==> config.mk <==
export PLATFORM = sky130hd
export DESIGN_NAME = fb_swap_arbiter
export DESIGN_NICKNAME = d
export VERILOG_FILES = /design/src/rtl/fb_pkg.sv /design/src/rtl/fb_wr_fifo.sv /design/src/rtl/fb_swap_arbiter.sv
export SDC_FILE = /design/constraint.sdc
export NUM_CORES = 1
export LEC_CHECK = 0
export ABC_AREA = 1
export BUFFER_PORTS_ARGS = -buffer_cell sky130_fd_sc_hd__buf_2
export CELL_PAD_IN_SITES_DETAIL_PLACEMENT = 2
export CELL_PAD_IN_SITES_GLOBAL_PLACEMENT = 2
export CORE_AREA = 2 2 157 128
export DETAILED_ROUTE_END_ITERATION = 8
export DIE_AREA = 0 0 159 130
export HOLD_SLACK_MARGIN = 0.1
export PLACE_DENSITY_LB_ADDON = 0.1
export SYNTH_ARGS = -nofsm -noshare
export SYNTH_HDL_FRONTEND = slang
export SYNTH_HIERARCHICAL = 1
export SYNTH_SLANG_ARGS = --single-unit
==> constraint.sdc <==
create_clock -name pixel_clk_in -period 4.2 [get_ports pixel_clk_in]
set_clock_uncertainty 0.1 [all_clocks]
set_input_delay 0.21 -clock pixel_clk_in [delete_from_list [all_inputs] [get_ports pixel_clk_in]]
set_output_delay 0.21 -clock pixel_clk_in [all_outputs]
set_load 0.03 [all_outputs]
==> src/rtl/fb_pkg.sv <==
// fb_pkg
//   Shared definitions for the frame-buffer swap arbiter:
//   - default address/data widths and write-FIFO depth
//   - the swap FSM state encoding
//   - a saturating increment helper for the stall counter
package fb_pkg;

    localparam int FB_ADDR_W     = 16;
    localparam int FB_DATA_W     = 16;
    localparam int FB_FIFO_DEPTH = 4;
    localparam int STALL_W       = 16;

    // WRITE: writer fills the back buffer
    // DRAIN: frame committed; flushing queued writes to memory
    // ARMED: back buffer complete; waiting for the next frame start
    typedef enum logic [1:0] {
        WRITE = 2'd0,
        DRAIN = 2'd1,
        ARMED = 2'd2
    } fb_state_e;

    function automatic logic [STALL_W-1:0] sat_inc(input logic [STALL_W-1:0] v);
        return (&v) ? v : v + 1'b1;
    endfunction

endpackage

==> src/rtl/fb_wr_fifo.sv <==
// fb_wr_fifo
//   Small synchronous FIFO holding pending back-buffer writes.
//   Head entry is presented combinationally so it can be retired the cycle
//   after it is pushed.
// Ports:
//   clk_i, rst_i     clock, asynchronous active-high reset (empties the FIFO)
//   push_i, din_i    write side (ignored when full)
//   pop_i, dout_o    read side; dout_o is the current head (ignored when empty)
//   full_o, empty_o  occupancy flags
module fb_wr_fifo
    import fb_pkg::*;
#(
    parameter int WIDTH = FB_ADDR_W + FB_DATA_W,
    parameter int DEPTH = FB_FIFO_DEPTH
) (
    input  logic             clk_i,
    input  logic             rst_i,
    input  logic             push_i,
    input  logic [WIDTH-1:0] din_i,
    input  logic             pop_i,
    output logic [WIDTH-1:0] dout_o,
    output logic             full_o,
    output logic             empty_o
);

    localparam int PW = $clog2(DEPTH);

    logic [WIDTH-1:0] mem_q [DEPTH];
    // Pointers carry one extra wrap bit to tell full from empty.
    logic [PW:0]      wr_ptr_q, wr_ptr_d;
    logic [PW:0]      rd_ptr_q, rd_ptr_d;
    logic             do_push, do_pop;

    assign empty_o = (wr_ptr_q == rd_ptr_q);
    assign full_o  = (wr_ptr_q[PW] != rd_ptr_q[PW]) &&
                     (wr_ptr_q[PW-1:0] == rd_ptr_q[PW-1:0]);

    assign do_push = push_i && !full_o;
    assign do_pop  = pop_i && !empty_o;

    assign wr_ptr_d = do_push ? wr_ptr_q + 1'b1 : wr_ptr_q;
    assign rd_ptr_d = do_pop  ? rd_ptr_q + 1'b1 : rd_ptr_q;

    always_ff @(posedge clk_i or posedge rst_i) begin
        if (rst_i) begin
            wr_ptr_q <= '0;
            rd_ptr_q <= '0;
        end else begin
            wr_ptr_q <= wr_ptr_d;
            rd_ptr_q <= rd_ptr_d;
        end
    end

    // Storage needs no reset: the pointers define what is valid.
    always_ff @(posedge clk_i) begin
        if (do_push) begin
            mem_q[wr_ptr_q[PW-1:0]] <= din_i;
        end
    end

    assign dout_o = mem_q[rd_ptr_q[PW-1:0]];

endmodule

==> src/rtl/fb_swap_arbiter.sv <==
// fb_swap_arbiter
//   Double-buffered frame store arbiter sharing one memory port between the
//   display (reads, absolute priority) and a writer (queued through a FIFO).
//   Swaps front/back buffers on a new-frame pulse once the writer has
//   committed a frame and all of its writes have reached memory.
// Ports:
//   pixel_clk_in, rst_in          clock, asynchronous active-high reset
//   nf_in                         new-frame pulse from video timing
//   rd_en_in, rd_addr_in          display read request / address
//   rd_data_out, rd_valid_out     returned pixel, valid 2 cycles after request
//   wr_valid_in, wr_ready_out     writer handshake
//   wr_addr_in, wr_data_in        back-buffer write address / data
//   commit_in                     writer "back frame complete" pulse
//   mem_addr_out (MSB = buffer), mem_we_out, mem_din_out, mem_dout_in
//                                 single memory port, 2-cycle read latency
//   front_sel_out                 buffer currently displayed
//   stall_count_out               saturating count of writer stall cycles
module fb_swap_arbiter
    import fb_pkg::*;
#(
    parameter int ADDR_W     = FB_ADDR_W,
    parameter int DATA_W     = FB_DATA_W,
    parameter int FIFO_DEPTH = FB_FIFO_DEPTH
) (
    input  logic               pixel_clk_in,
    input  logic               rst_in,
    input  logic               nf_in,
    input  logic               rd_en_in,
    input  logic [ADDR_W-1:0]  rd_addr_in,
    output logic [DATA_W-1:0]  rd_data_out,
    output logic               rd_valid_out,
    input  logic               wr_valid_in,
    output logic               wr_ready_out,
    input  logic [ADDR_W-1:0]  wr_addr_in,
    input  logic [DATA_W-1:0]  wr_data_in,
    input  logic               commit_in,
    output logic [ADDR_W:0]    mem_addr_out,
    output logic               mem_we_out,
    output logic [DATA_W-1:0]  mem_din_out,
    input  logic [DATA_W-1:0]  mem_dout_in,
    output logic               front_sel_out,
    output logic [STALL_W-1:0] stall_count_out
);

    localparam int ENTRY_W = ADDR_W + DATA_W;

    fb_state_e          state_q;
    logic               front_q;
    logic [1:0]         rd_vld_q;
    logic [STALL_W-1:0] stall_q;

    logic               fifo_full, fifo_empty;
    logic               fifo_push, fifo_pop;
    logic [ENTRY_W-1:0] fifo_din, fifo_head;
    logic [ADDR_W-1:0]  head_addr;
    logic [DATA_W-1:0]  head_data;

    // Uses the registered full flag, so a pop this cycle does not open a slot
    // for a push in the same cycle.
    assign wr_ready_out = (state_q == WRITE) && !fifo_full;
    assign fifo_push    = wr_valid_in && wr_ready_out;
    // Writes only get the port when the display leaves it idle.
    assign fifo_pop     = !rd_en_in && !fifo_empty;
    assign fifo_din     = {wr_addr_in, wr_data_in};
    assign {head_addr, head_data} = fifo_head;

    fb_wr_fifo #(
        .WIDTH (ENTRY_W),
        .DEPTH (FIFO_DEPTH)
    ) u_wr_fifo (
        .clk_i   (pixel_clk_in),
        .rst_i   (rst_in),
        .push_i  (fifo_push),
        .din_i   (fifo_din),
        .pop_i   (fifo_pop),
        .dout_o  (fifo_head),
        .full_o  (fifo_full),
        .empty_o (fifo_empty)
    );

    // Memory port mux: writes target the back buffer, everything else
    // (reads and idle cycles) addresses the front buffer.
    assign mem_we_out   = fifo_pop;
    assign mem_addr_out = fifo_pop ? {~front_q, head_addr} : {front_q, rd_addr_in};
    assign mem_din_out  = head_data;

    assign rd_data_out     = mem_dout_in;
    assign rd_valid_out    = rd_vld_q[1];
    assign front_sel_out   = front_q;
    assign stall_count_out = stall_q;

    always_ff @(posedge pixel_clk_in or posedge rst_in) begin
        if (rst_in) begin
            state_q  <= WRITE;
            front_q  <= 1'b0;
            rd_vld_q <= '0;
            stall_q  <= '0;
        end else begin
            // Matches the memory's fixed 2-cycle read latency.
            rd_vld_q <= {rd_vld_q[0], rd_en_in};

            if (wr_valid_in && !wr_ready_out) begin
                stall_q <= sat_inc(stall_q);
            end

            case (state_q)
                WRITE: begin
                    // A push accepted alongside commit is already in the
                    // FIFO, so DRAIN flushes it with the rest of the frame.
                    if (commit_in) begin
                        state_q <= DRAIN;
                    end
                end
                DRAIN: begin
                    if (fifo_empty) begin
                        state_q <= ARMED;
                    end
                end
                ARMED: begin
                    if (nf_in) begin
                        front_q <= ~front_q;
                        state_q <= WRITE;
                    end
                end
                default: state_q <= WRITE;
            endcase
        end
    end

endmodule
==> results of run 1 <==
worst register-to-register path, cell delays in order, from the launching register on:
cell	delay (ps)
dfrtp_1	420
inv_1	120
nand2_1	80
nand2_1	130
nand3_4	130
inv_1	80
inv_1	40
nand2_1	100
nor2_1	110
nand2_1	90
inv_1	50
nand2_1	80
clkinv_1	730
buf_4	490
cells in the mapped netlist:
| library cell | number | share of area [%] |
|---|---|---|
| nand3_4 | 1 | 0.26 |
| buf_2 | 7 | 0.52 |
| xnor2_4 | 1 | 0.41 |
| buf_4 | 18 | 2.0 |
| nand2_2 | 3 | 0.28 |
| nand2_1 | 87 | 4.8 |
| o22ai_1 | 32 | 3.0 |
| xor2_1 | 4 | 0.52 |
| mux2_2 | 16 | 2.7 |
| buf_8 | 1 | 0.22 |
| nand2_4 | 3 | 0.50 |
| edfxtp_1 | 128 | 57 |
| o21ai_0 | 64 | 4.7 |
| xnor2_1 | 4 | 0.52 |
| buf_1 | 1 | 0.055 |
| nor2_1 | 84 | 4.7 |
| clkbuf_1 | 10 | 0.56 |
| nand4_1 | 8 | 0.74 |
| o21ai_2 | 4 | 0.52 |
| o31ai_1 | 2 | 0.22 |
| dfrtp_1 | 27 | 10 |
| buf_6 | 2 | 0.33 |
| nor2_2 | 4 | 0.37 |
| nand3_1 | 17 | 1.3 |
| nor2_4 | 1 | 0.17 |
| inv_1 | 38 | 2.1 |
| o21ai_1 | 2 | 0.15 |
| nand3_2 | 2 | 0.30 |
| ha_1 | 6 | 1.1 |
| inv_2 | 3 | 0.17 |
worst paths after layout:
path                                        from                     to  slack (ps)
setup / recovery           u_wr_fifo/rd_ptr_q[0]        mem_addr_out[0]         760
hold / removal                       wr_valid_in  u_wr_fifo/wr_ptr_q[1]         150
setup reg to reg           u_wr_fifo/wr_ptr_q[1]  u_wr_fifo/mem_q[3][7]        1200
hold reg to reg                      rd_vld_q[0]            rd_vld_q[1]         250
max in group asynchronous                 rst_in     stall_count_out[4]        2950
min in group asynchronous                 rst_in  u_wr_fifo/rd_ptr_q[1]         170
routing by layer:
layer / up-vias / wire length [µm] / global-route usage (%)
met2: 89 / 9530 / 33.9
met3: 26 / 603 / 3.72
li1: 2277 / - / -
met4: 0 / 240 / 5.88
met5: - / 0 / 0
met1: 2521 / 8500 / 24.1
flip-flops by register name, summed over array words and instances (netlist names):
| name | count |
|---|---|
| stall_count_out | 16 |
| u_wr_fifo/wr_ptr_q | 3 |
| u_wr_fifo/rd_ptr_q | 3 |
| state_q | 2 |
| front_sel_out | 1 |
| u_wr_fifo/mem_q | 128 |
| rd_vld_q | 2 |
metrics by stage:
step                cells  hold WS [ps]  instance area [µm²]
floorplan             580         -99.0                 6760
global placement      922          78.7                 7480
detailed placement    922          80.9                 7480
CTS                   989           131                 8410
global route          989           167                 8410
finish                989           145                 8410
power groups by stage:
stage,sequential [mW],combinational [mW],clock (mW)
5_1_grt,2.11,2.60,1.63
6_report,2.07,2.37,1.53
4_1_cts,2.08,2.41,1.57
3_3_place_gp,2.09,2.28,0
3_5_place_dp,2.11,2.35,0
2_1_floorplan,2.15,1.60,0
kinds of logic (layout without fill, tap and decap cells):
kind of cell	Yosys count	in the layout	share of synthesized area, %
compound gates	104	104	8.59
xor+xnor	9	9	1.44
fa+ha+maj	6	6	1.11
buf+inv	80	225	5.96
flops	155	155	66.9
mux	16	16	2.67
simple gates	210	210	13.4
cell type report:
type	instances	area [µm²]
clock inverter	12	140
tap	264	330
clock buffer	19	433
timing repair buffer	153	973
fill	2013	10900
sequential	155	4520
inverter	41	154
multi-input combinational	345	1860
==> impl_results.md, run 1 <==
- Die Width: 159 µm
- Final nets: 789
- Final setup TNS: 0 ps
- Detail Route Antenna Nets: 0
- Worst EP required: 3890 ps
- # setup viols final: 0
- Post-CTS sizing: 0
- Max-slew violations: 0
- IO Count: 139
- H-tree depth reported by CTS: 4
- Max FO, Critical Path: 67
- Setup WS pre-CTS: 1160 ps
- I/O Buffers: 106
- Power consumption: 5.98 mW
- Tightest Pin Transition: 1140 ps
- Max_cap viols: 0
- Die area: 20700 µm²
- HPWL Detailed: 11.9 mm
- Antenna cell count: 0
- First-pass GRT wire length: 30.2 mm
- P per Cell Area: 711 nW/µm²
- Crit start category: flop
- Post-Syn Area per Cell: 11.7 µm²
- Crit-path most repeated cell: buf_4
- Cts hold-fix bufs: 36
- R2R cell count: 13
- Combinational power share: 39.6%
- Sequential fraction of the synthesis area: 66.9%
- Worst path depth: 7
- CTS Sinks: 155
- Via density: 4.97
- Clock share of power: 25.7%
- Clock root buffer: clkbuf_16
- Leak pwr: 3.30 nW
- CTS tree: built
- Vias: 4913
- Status: finished, final reports clean
- Final min period: 3440 ps
- Drt pass-1 iters: 4
- Final Worst Setup Slack: 756 ps
- Post-synthesis cell count: 580
- Initial antenna violation count: 0
- WS Path Type: flop to primary output
- Vias in the first global route: 5436
- Largest net degree at the start of global routing: 68
- Core ar.: 19300 µm²
- Postcts setup bufs: 0
- Worst path max stage delay: 600 ps
- Commonest non-fill, non-tap cell in the layout: edfxtp_1
- Row count: 46
- Seq cells post-synth: 155
- Crit-path cells: buf_4 > inv_2 > buf_4 > o21ai_0 > o22ai_1 > mux2_2 > buf_2
- Final global-route overflow total: 0
- Worst Hold Depth: 5
- Worst path slowest cell: buf_4
- Final WL: 18.9 mm
- GP Congestion: 0.706
- Yosys warns: 6
- Fin util: 43.5%
- Maximum clock rate: 0.290 GHz
- Die H: 130 µm
- Switching Share: 41.4%
- Synthesized area: 6760 µm²
- Sequential power share: 34.7%
- Final Cycle Share: 82.0%
- Clock Latency Late Sink: 430 ps
- Layout cells sized above 1: 25.9%
- Bufs and invs on worst path: 4
- Peak VDD IR: 0.355 mV
- Distinct cells, synth: 30
- Slew HR: 23.6%
- TritonCTS Buffers: 17
- Int Pwr: 3.50 mW
- Clock Path Buffers: 2
- CP arrival: 3130 ps
- Most frequent cells in the layout: edfxtp_1, buf_2, nand2_1
- DRC errors left: 0
- Initial Util: 35.0%
- Worst min path class: input port to flop
- Area growth, synth to finish: 24.4%
- Worst setup EP type: primary output
- Final Hold Vio Count: 0
- Avg WL per Cell: 19.1 µm
- Synth Net Count: 656
- Clk slew on worst S/H paths: 60 ps
- Iter 0 DRT Violations: 240
- RSZ-0062 raised after global routing: no
- GRT Util Overall: 19.1%
- Critical path's top delay family: buffers and inverters
- Net Switching: 2.48 mW
Note: power is estimated with default switching activity, not from simulation.
==> run 2: changes to the inputs <==
- clock period: 4.2 -> 3.5 ns (I/O delays scaled with it)
==> run 2 against run 1 <==
Effect of this change: via count shrank 1.3%; final area is 1.1% higher; final cell count unchanged; power is 23% higher; critical endpoint unchanged; largest power group unchanged.
==> impl_results.md, run 2 (synthesis gave the netlist of run 1 again) <==
- Final Hold Vio Count: 0
- Busiest grt layer: met2
- Final Cycle Share: 82.8%
- Post-CTS sizing: 0
- WS Path Type: flop to primary output
- Max FO, Critical Path: 18
- Worst setup EP type: primary output
- Crit start category: flop
- Met3 GRT Util: 4.35%
- Final setup TNS: 0 ps
- Clock Latency Late Sink: 420 ps
- Layout cells sized above 1: 25.7%
- Detail Route Antenna Nets: 0
- GRT Util Overall: 18.8%
- CTS tree: built
- Power consumption: 7.36 mW
- Initial antenna violation count: 0
- P per Cell Area: 865 nW/µm²
- RSZ-0062 raised after global routing: no
- TritonCTS Buffers: 17
- HPWL Detailed: 11.8 mm
- Leak pwr: 3.33 nW
- Crit-path cells: buf_4 > nand2_1 > nand2_1 > nand3_2 > inv_1 > nor2_2 > buf_4 > mux2_2 > buf_2
- # setup viols final: 0
- H-tree depth reported by CTS: 4
- Most frequent cells in the layout: edfxtp_1, buf_2, nand2_1
- I/O Buffers: 106
- Routing usage on met1: 23.5%
- Final nets: 789
- Worst EP required: 3220 ps
- Slew HR: 38.4%
- Grt met2 use: 33.2%
- Initial Util: 35.0%
- Die H: 130 µm
- Placed inst area: 7510 µm²
- Cts hold-fix bufs: 36
- Max-slew violations: 0
- CP arrival: 2620 ps
- Commonest non-fill, non-tap cell in the layout: edfxtp_1
- DRC errors left: 0
- Core ar.: 19300 µm²
- Drt pass-1 iters: 4
- Tightest Pin Transition: 922 ps
- Vias in the first global route: 5342
- Largest net degree at the start of global routing: 67
- Postcts setup bufs: 0
- Final min period: 2900 ps
- Hold slack: 153 ps
- Final global-route overflow total: 0
- Row count: 46
- Maximum clock rate: 0.345 GHz
- Status: finished, final reports clean
- First-pass GRT wire length: 29.6 mm
- Iter 0 DRT Violations: 249
- Final WL: 18.5 mm
- Via density: 4.90
- Worst min path class: input port to asynchronous set/reset pin
- Clock root buffer: clkbuf_16
- Max reg flops: 128
- Clk slew on worst S/H paths: 70 ps
- IO Count: 139
- CTS Sinks: 155
- Antenna cell count: 0
- Worst path slowest cell: dfrtp_1
- Final instance area: 8500 µm²
- Vias: 4850
- Max_cap viols: 0
- Area growth, synth to finish: 25.8%
- Worst path max stage delay: 410 ps
- Peak VDD IR: 0.342 mV
- Clock Path Buffers: 2
- Die area: 20700 µm²
- GP Congestion: 0.706
- Avg WL per Cell: 18.7 µm
- Die Width: 159 µm
run 2: changes by cell type in the layout (fill, tap and decap cells not counted):
cell	delta
clkbuf_1	+1
buf_4	-3
clkinv_2	-2
buf_12	+3
inv_8	-2
clkinv_1	+1
inv_6	-1
bufinv_16	+3
run 2: layer usage:
layer  part of all wire, %  up-vias
met5                     0        -
met4                   1.1        0
met3                   3.7       22
met2                    51       99
met1                    44     2465
li1                      -     2264
run 2: worst max-delay path: cells and delay by family (launching register included):
kind / cells / cell delay [ps]
DFF: 1 / 410
and+or+nand+nor: 4 / 580
muxes: 1 / 370
buffers and inverters: 4 / 830
run 2: final timing paths:
path	depth (start not counted)	slack, ps	endpoint	startpoint
max	9	600	mem_addr_out[0]	u_wr_fifo/rd_ptr_q[1]
min	3	150	u_wr_fifo/wr_ptr_q[2]	rst_in
max reg2reg	11	710	u_wr_fifo/mem_q[1][2]	u_wr_fifo/rd_ptr_q[1]
min reg2reg	0	260	rd_vld_q[1]	rd_vld_q[0]
max in group asynchronous	3	2300	rd_vld_q[0]	rst_in
min in group pixel_clk_in	5	150	u_wr_fifo/wr_ptr_q[1]	wr_valid_in
run 2: layout make-up:
type,count,area [µm²]
multi-input cells,345,1860
inverters,41,154
fillers,2017,10800
flip-flops and latches,155,4520
clock buffers,20,437
clock inverters,11,193
repair buffers,153,1010
well taps,264,330
run 2: report_power, final:
group          total (mW)  internal [mW]  switching, mW  leakage [nW]
sequential           2.49           2.32          0.172          1.51
combinational        2.86          0.847           2.01          1.52
clock                2.00           1.26          0.741         0.302
run 2: per-stage QoR:
| step | instances | worst slack [ps] | utilization, % |
|---|---|---|---|
| after CTS | 989 | 562 | 44.0 |
| final | 989 | 601 | 44.0 |
| after floorplan | 580 | 307 | - |
| after global routing | 989 | 430 | 44.0 |
| after detailed placement | 922 | 711 | 38.9 |
| after global placement | 922 | 876 | 38.9 |
